[src/rtl/fpu_addsub_arbiter_pkg.sv]
// Shared types and constants for the bf16 add/sub arbiter and its datapath.
package fpu_addsub_arbiter_pkg;

  typedef enum logic [2:0] {
    FP_ALU_ADD = 3'd0,
    FP_ALU_SUB = 3'd1,
    FP_ALU_MUL = 3'd2,
    FP_ALU_MIN = 3'd3,
    FP_ALU_MAX = 3'd4,
    FP_ALU_CMP = 3'd5
  } fp_alu_op_e;

  localparam logic [15:0] FP_BF16_QNAN = 16'h7FC0;

  typedef enum logic [1:0] {
    ARB_IDLE,
    ARB_EXEC,
    ARB_RESP
  } fpu_arb_state_e;

  function automatic logic fp_op_is_addsub(input fp_alu_op_e op);
    return (op == FP_ALU_ADD) || (op == FP_ALU_SUB);
  endfunction

endpackage

[src/rtl/Add_Sub.sv]
// Combinational bf16 adder/subtractor, round-to-nearest-even. Subnormal
// inputs and results are flushed to signed zero.
module Add_Sub
  import fpu_addsub_arbiter_pkg::*;
(
  input  fp_alu_op_e  op_i,
  input  logic [15:0] a_i,
  input  logic [15:0] b_i,
  output logic [15:0] result_o
);

  logic              sign_a, sign_b, sign_l, sign_s, swap;
  logic              nan_a, nan_b, inf_a, inf_b;
  logic [7:0]        exp_a, exp_b, exp_l, exp_s, exp_diff;
  logic [7:0]        man_a, man_b, man_l, man_s;
  logic [4:0]        shamt, lead, norm_sh;
  logic [39:0]       align;
  logic [19:0]       op_l, op_s, sum, norm;
  logic              rnd_up;
  logic [8:0]        man_rnd;
  logic signed [9:0] exp_r;

  assign sign_a = a_i[15];
  assign sign_b = b_i[15] ^ (op_i == FP_ALU_SUB);
  assign exp_a  = a_i[14:7];
  assign exp_b  = b_i[14:7];
  assign man_a  = (exp_a == 8'd0) ? 8'd0 : {1'b1, a_i[6:0]};
  assign man_b  = (exp_b == 8'd0) ? 8'd0 : {1'b1, b_i[6:0]};
  assign nan_a  = (exp_a == 8'hFF) && (|a_i[6:0]);
  assign nan_b  = (exp_b == 8'hFF) && (|b_i[6:0]);
  assign inf_a  = (exp_a == 8'hFF) && !(|a_i[6:0]);
  assign inf_b  = (exp_b == 8'hFF) && !(|b_i[6:0]);

  assign swap   = b_i[14:0] > a_i[14:0];
  assign sign_l = swap ? sign_b : sign_a;
  assign sign_s = swap ? sign_a : sign_b;
  assign exp_l  = swap ? exp_b : exp_a;
  assign exp_s  = swap ? exp_a : exp_b;
  assign man_l  = swap ? man_b : man_a;
  assign man_s  = swap ? man_a : man_b;

  // Sticky sits in its own LSB below the aligned field so that a borrow in
  // subtraction can never move the value across a rounding boundary.
  assign exp_diff = exp_l - exp_s;
  assign shamt    = (exp_diff > 8'd22) ? 5'd22 : exp_diff[4:0];
  assign align    = {man_s, 32'd0} >> shamt;
  assign op_l     = {1'b0, man_l, 11'd0};
  assign op_s     = {1'b0, align[39:22], |align[21:0]};
  assign sum      = (sign_l == sign_s) ? op_l + op_s : op_l - op_s;

  always_comb begin
    lead = 5'd0;
    for (int i = 0; i < 20; i++) begin
      if (sum[i]) lead = 5'(i);
    end
  end

  assign norm_sh = 5'd19 - lead;
  assign norm    = sum << norm_sh;
  assign rnd_up  = norm[11] & ((|norm[10:0]) | norm[12]);
  assign man_rnd = {1'b0, norm[19:12]} + {8'd0, rnd_up};
  assign exp_r   = $signed({2'b00, exp_l}) + 10'sd1 - $signed({5'd0, norm_sh})
                 + $signed({9'd0, man_rnd[8]});

  always_comb begin
    result_o = {sign_l, exp_r[7:0], man_rnd[6:0]};
    if (nan_a || nan_b || (inf_a && inf_b && (sign_a != sign_b))) begin
      result_o = FP_BF16_QNAN;
    end else if (inf_a) begin
      result_o = {sign_a, 8'hFF, 7'd0};
    end else if (inf_b) begin
      result_o = {sign_b, 8'hFF, 7'd0};
    end else if (sum == 20'd0) begin
      result_o = {sign_l & sign_s, 15'd0};
    end else if (exp_r >= 10'sd255) begin
      result_o = {sign_l, 8'hFF, 7'd0};
    end else if (exp_r <= 10'sd0) begin
      result_o = {sign_l, 15'd0};
    end
  end

endmodule

[src/rtl/fpu_rr_arb2.sv]
// Two-way round-robin grant with its own priority pointer; the pointer moves
// to the other requester whenever advance_i reports an accepted grant.
module fpu_rr_arb2 (
  input  logic       clk_i,
  input  logic       rst_ni,
  input  logic [1:0] valid_i,
  input  logic       advance_i,
  output logic [1:0] grant_o,
  output logic       gnt_idx_o
);

  logic ptr_q, ptr_d;
  logic gnt_idx;

  // ptr_q = 0 favours requester 0 when both are asking
  always_comb begin
    gnt_idx = (valid_i == 2'b11) ? ptr_q : valid_i[1];
    grant_o = 2'b00;
    if (valid_i != 2'b00) begin
      grant_o[gnt_idx] = 1'b1;
    end
    ptr_d = advance_i ? ~gnt_idx : ptr_q;
  end

  assign gnt_idx_o = gnt_idx;

  always_ff @(posedge clk_i or negedge rst_ni) begin
    if (!rst_ni) begin
      ptr_q <= 1'b0;
    end else begin
      ptr_q <= ptr_d;
    end
  end

endmodule

[src/rtl/fpu_addsub_arbiter.sv]
// Round-robin sharing of one bf16 Add_Sub datapath between two requesters,
// one operation in flight, result held until the consumer takes it.
module fpu_addsub_arbiter
  import fpu_addsub_arbiter_pkg::*;
#(
  parameter int unsigned LATENCY = 2,
  parameter int unsigned TAG_W   = 4
) (
  input  logic                  clk_i,
  input  logic                  rst_ni,
  input  logic                  flush_i,
  input  logic [1:0]            req_valid_i,
  output logic [1:0]            req_ready_o,
  input  fp_alu_op_e            req_op_i [2],
  input  logic [1:0][15:0]      req_a_i,
  input  logic [1:0][15:0]      req_b_i,
  input  logic [1:0][TAG_W-1:0] req_tag_i,
  output logic                  rsp_valid_o,
  input  logic                  rsp_ready_i,
  output logic                  rsp_id_o,
  output logic [15:0]           rsp_result_o,
  output logic [TAG_W-1:0]      rsp_tag_o,
  output logic                  rsp_err_o,
  output logic                  busy_o
);

  fpu_arb_state_e   state_q, state_d;
  logic [3:0]       cnt_q, cnt_d;
  fp_alu_op_e       op_q, op_d;
  logic [15:0]      a_q, a_d, b_q, b_d, res_q, res_d, dp_result;
  logic [TAG_W-1:0] tag_q, tag_d, rsp_tag_q, rsp_tag_d;
  logic             id_q, id_d, rsp_id_q, rsp_id_d, err_q, err_d;
  logic [1:0]       grant;
  logic             gnt_idx, accept_en, handshake;

  assign accept_en   = (state_q == ARB_IDLE) && !flush_i && rst_ni;
  assign req_ready_o = accept_en ? grant : 2'b00;
  assign handshake   = accept_en && (req_valid_i != 2'b00);

  fpu_rr_arb2 u_rr_arb (
    .clk_i     (clk_i),
    .rst_ni    (rst_ni),
    .valid_i   (req_valid_i),
    .advance_i (handshake),
    .grant_o   (grant),
    .gnt_idx_o (gnt_idx)
  );

  // Operand registers stay frozen through EXEC: the datapath is timed as a
  // LATENCY-cycle multicycle path from these flops to res_q.
  Add_Sub u_add_sub (
    .op_i     (op_q),
    .a_i      (a_q),
    .b_i      (b_q),
    .result_o (dp_result)
  );

  always_comb begin
    state_d   = state_q;
    cnt_d     = cnt_q;
    op_d      = op_q;
    a_d       = a_q;
    b_d       = b_q;
    tag_d     = tag_q;
    id_d      = id_q;
    res_d     = res_q;
    rsp_tag_d = rsp_tag_q;
    rsp_id_d  = rsp_id_q;
    err_d     = err_q;
    unique case (state_q)
      ARB_IDLE: begin
        if (handshake) begin
          op_d    = req_op_i[gnt_idx];
          a_d     = req_a_i[gnt_idx];
          b_d     = req_b_i[gnt_idx];
          tag_d   = req_tag_i[gnt_idx];
          id_d    = gnt_idx;
          cnt_d   = 4'(LATENCY - 1);
          state_d = ARB_EXEC;
        end
      end
      ARB_EXEC: begin
        if (cnt_q == 4'd0) begin
          res_d     = fp_op_is_addsub(op_q) ? dp_result : FP_BF16_QNAN;
          err_d     = !fp_op_is_addsub(op_q);
          rsp_tag_d = tag_q;
          rsp_id_d  = id_q;
          state_d   = ARB_RESP;
        end else begin
          cnt_d = cnt_q - 4'd1;
        end
      end
      ARB_RESP: begin
        if (rsp_ready_i) state_d = ARB_IDLE;
      end
      default: state_d = ARB_IDLE;
    endcase
    if (flush_i) state_d = ARB_IDLE;
  end

  always_ff @(posedge clk_i or negedge rst_ni) begin
    if (!rst_ni) begin
      state_q   <= ARB_IDLE;
      cnt_q     <= '0;
      op_q      <= FP_ALU_ADD;
      a_q       <= '0;
      b_q       <= '0;
      tag_q     <= '0;
      id_q      <= 1'b0;
      res_q     <= '0;
      rsp_tag_q <= '0;
      rsp_id_q  <= 1'b0;
      err_q     <= 1'b0;
    end else begin
      state_q   <= state_d;
      cnt_q     <= cnt_d;
      op_q      <= op_d;
      a_q       <= a_d;
      b_q       <= b_d;
      tag_q     <= tag_d;
      id_q      <= id_d;
      res_q     <= res_d;
      rsp_tag_q <= rsp_tag_d;
      rsp_id_q  <= rsp_id_d;
      err_q     <= err_d;
    end
  end

  assign rsp_valid_o  = (state_q == ARB_RESP);
  assign busy_o       = (state_q != ARB_IDLE);
  assign rsp_result_o = res_q;
  assign rsp_tag_o    = rsp_tag_q;
  assign rsp_id_o     = rsp_id_q;
  assign rsp_err_o    = err_q;

endmodule

[config.mk]
export PLATFORM = sky130hd
export DESIGN_NAME = fpu_addsub_arbiter
export DESIGN_NICKNAME = d
export VERILOG_FILES = /design/src/rtl/fpu_addsub_arbiter_pkg.sv /design/src/rtl/Add_Sub.sv /design/src/rtl/fpu_rr_arb2.sv /design/src/rtl/fpu_addsub_arbiter.sv
export SDC_FILE = /design/constraint.sdc
export NUM_CORES = 1
export LEC_CHECK = 0
export CAP_MARGIN = 20
export CORE_MARGIN = 1
export CORE_UTILIZATION = 40
export CTS_CLUSTER_SIZE = 28
export DETAILED_ROUTE_END_ITERATION = 16
export HOLD_SLACK_MARGIN = 0.1
export PLACE_DENSITY = 0.58
export SKIP_CTS_REPAIR_TIMING = 1
export SYNTH_ARGS = -nofsm -noshare
export SYNTH_HDL_FRONTEND = slang
export SYNTH_SLANG_ARGS = --single-unit
[constraint.sdc]
create_clock -name clk_i -period 26.2 [get_ports clk_i]
set_clock_uncertainty 0.15 [all_clocks]
set_input_delay 5.24 -clock clk_i [delete_from_list [all_inputs] [get_ports clk_i]]
set_output_delay 5.24 -clock clk_i [all_outputs]
set_load 0.01 [all_outputs]
==> flow_summary.yaml <==
status:
  status: "finished, final reports clean"
yosys:
  syn_inst: 1277
  yosysSeqAreaShare_pct: 18.2
  synth-seq-cells: 69
  synthTopCellsByArea: "dfrtp_1 (18%), ha_1 (6.9%), nand2_1 (4.8%), nor2_1 (4.5%), a21oi_1 (4.3%)"
  synth_fp_nets: 1415
  synthesis.area_um2: 9500
  yosys_most_used_dff: "dfrtp_1"
  yosysWarnings: 0
  netlist.area_leader.share_pct: 18.2
  avgSynthCellArea_um2: 7.44
  ys_async_sr_fraction_pct: 100
  synth-edff-count: 0
  synth_area_leader_cell: "dfrtp_1"
  synthDistinctLibCells: 109
die:
  die_h_um: 156
  die_w_um: 156
  io_pins: 110
  start_util_pct: 40.6
  core_area_um2: 23400
  num_rows: 56
  die-area_um2: 24400
place:
  place_area_um2: 10700
  place_inst: 1648
  hpwl_um: 26800
  place_congestion: 0.973
  io_buffers: 109
timing:
  whs_ns: 0.317
  post-route-period-util_pct: 60.7
  final-max-slew-violation-count: 0
  rsz0062_at_grt: "false"
  slew_headroom_pct: 34.4
  fmax_ghz: 0.0629
  setup_viol: 0
  worst_pin_slew_ns: 0.980
  finalSetupTns_ns: 0
  hold_viol_final: 0
  fin_crit_ns: 15.89
min_path:
  hp-class: "reg2reg"
  worstHoldStart: "tag_q[1]"
layout:
  final_nets: 1478
  layout_common_cells: "nand2_1 (121), nor2_1 (115), clkdlybuf4s50_1 (108)"
  areaGrowthSynthToFinish_pct: 16.0
  drive_gt1_share_pct: 7.07
  mostFrequentLayoutCell: "nand2_1"
  antennaDiodeCount: 0
  final_cells: 1663
  design_area_um2: 11000
clocking:
  clkLatencyLatePin_ns: 0.33
  htreeDepth: 3
  clk_pin_slew_ns: 0.07
  cts_buffer_depth: 2
  numCtsBuffers: 9
  root_buffer: "clkbuf_16"
  clock_sinks: 69
  cts_tree: "yes"
setup_path:
  cp_max_fo: 28
  worstReg2RegStart: "a_q[10]"
  crit_type: "reg2reg"
  crit_path_start_kind: "register"
  critPathMaxStageDelay_ns: 0.83
  arrival_ns: 16.00
  startpoint: "a_q[10]"
  crit_required_ns: 26.31
  cpMaxStageDelayCell: "o32ai_2"
  crit_top_cell: "ha_1"
  critical_path.endpoint_type: "register"
routing:
  wl_per_cell_um: 20.5
  dr.pass1.iters: 7
  vias_per_cell: 6.34
  vias: 10500
  ant_nets: 0
  drc: 0
  drt_iter0_drc: 1137
  wl_um: 34100
global_route:
  gr-total-overflow: 0
  grt_pass1_wl_um: 54000
  antenna_found_initial: 0
  grt_max_degree: 71
  grt_pass1_vias: 9759
  track_usage_pct: 28.1
run:
  drv_cap: 0
[area by class of cell]
class                      instances  area [µm²]
fill                            2449       12400
tap                              319         399
inverter                         101         379
sequential                        69        1730
multi-input combinational       1037        7030
timing repair buffer             122        1180
clock inverter                     6        65.1
clock buffer                       9         225
[synth_stat cells, drive strengths merged, types with 16 or more instances]
cell type / count
a21oi: 84
dfrtp: 69
o211ai: 20
o21ai: 89
xnor2: 28
buf: 26
a31oi: 16
inv: 98
or3: 21
ha: 52
o21a: 19
a211oi: 26
clkbuf: 44
nand4: 17
nand2: 123
nor3: 43
a222oi: 39
nor2: 116
nor4: 22
nand3: 47
nand2b: 19
[routing by layer]
layer / vias to the layer above / wire, µm / track usage, %
li1: 5006 / - / -
met1: 4989 / 15100 / 37.4
met2: 481 / 16100 / 46.9
met3: 61 / 2300 / 4.03
met4: 0 / 684 / 8.03
met5: - / 0 / 0
[final timing paths]
kind / slack [ns] / end / cells after the start
max: 10.31 / rsp_result_o[0] / 56
min: 0.32 / rsp_tag_o[1] / 2
max reg2reg: 10.31 / rsp_result_o[0] / 56
min reg2reg: 0.32 / rsp_tag_o[1] / 2
max in group asynchronous: 20.36 / b_q[8] / 2
min in group asynchronous: 4.96 / tag_q[2] / 2
[registers in the layout (all words and copies together), names as in the netlist]
| signal | flops |
|---|---|
| a_q | 16 |
| rsp_tag_o | 4 |
| tag_q | 4 |
| op_q | 3 |
| b_q | 16 |
| state_q | 2 |
| u_rr_arb.ptr_q | 1 |
| rsp_result_o | 16 |
| rsp_err_o | 1 |
| id_q | 1 |
| cnt_q | 4 |
| rsp_id_o | 1 |
[logic make-up after synthesis]
group                      share of synthesized area, %
muxes                                              3.23
buffers and inverters                              7.77
xor gates and xnor gates                           3.51
and+or+nand+nor                                    24.8
AOI/OAI and AO/OA                                  35.2
adders and majority gates                          7.27
DFF                                                18.2
[critical path, delay by kind of cell (launching register included)]
kind | cells | cell delay, ns
DFF | 1 | 0.51
AOI/OAI and AO/OA | 20 | 5.34
adders and majority gates | 7 | 2.36
buffers and inverters | 6 | 1.07
xor gates and xnor gates | 1 | 0.21
and+or+nand+nor | 21 | 5.69
muxes | 1 | 0.45
[stage by stage]
step           utilization [%]  setup slack (ns)
2_1_floorplan                -             13.40
3_5_place_dp              45.8             10.52
6_report                  47.1             10.31
4_1_cts                   47.1             10.45
5_1_grt                   47.1              8.76
3_3_place_gp              45.8             10.59
Power is not shown: default switching activity piles up to over one toggle a cycle in this logic, so the estimate is an artifact.
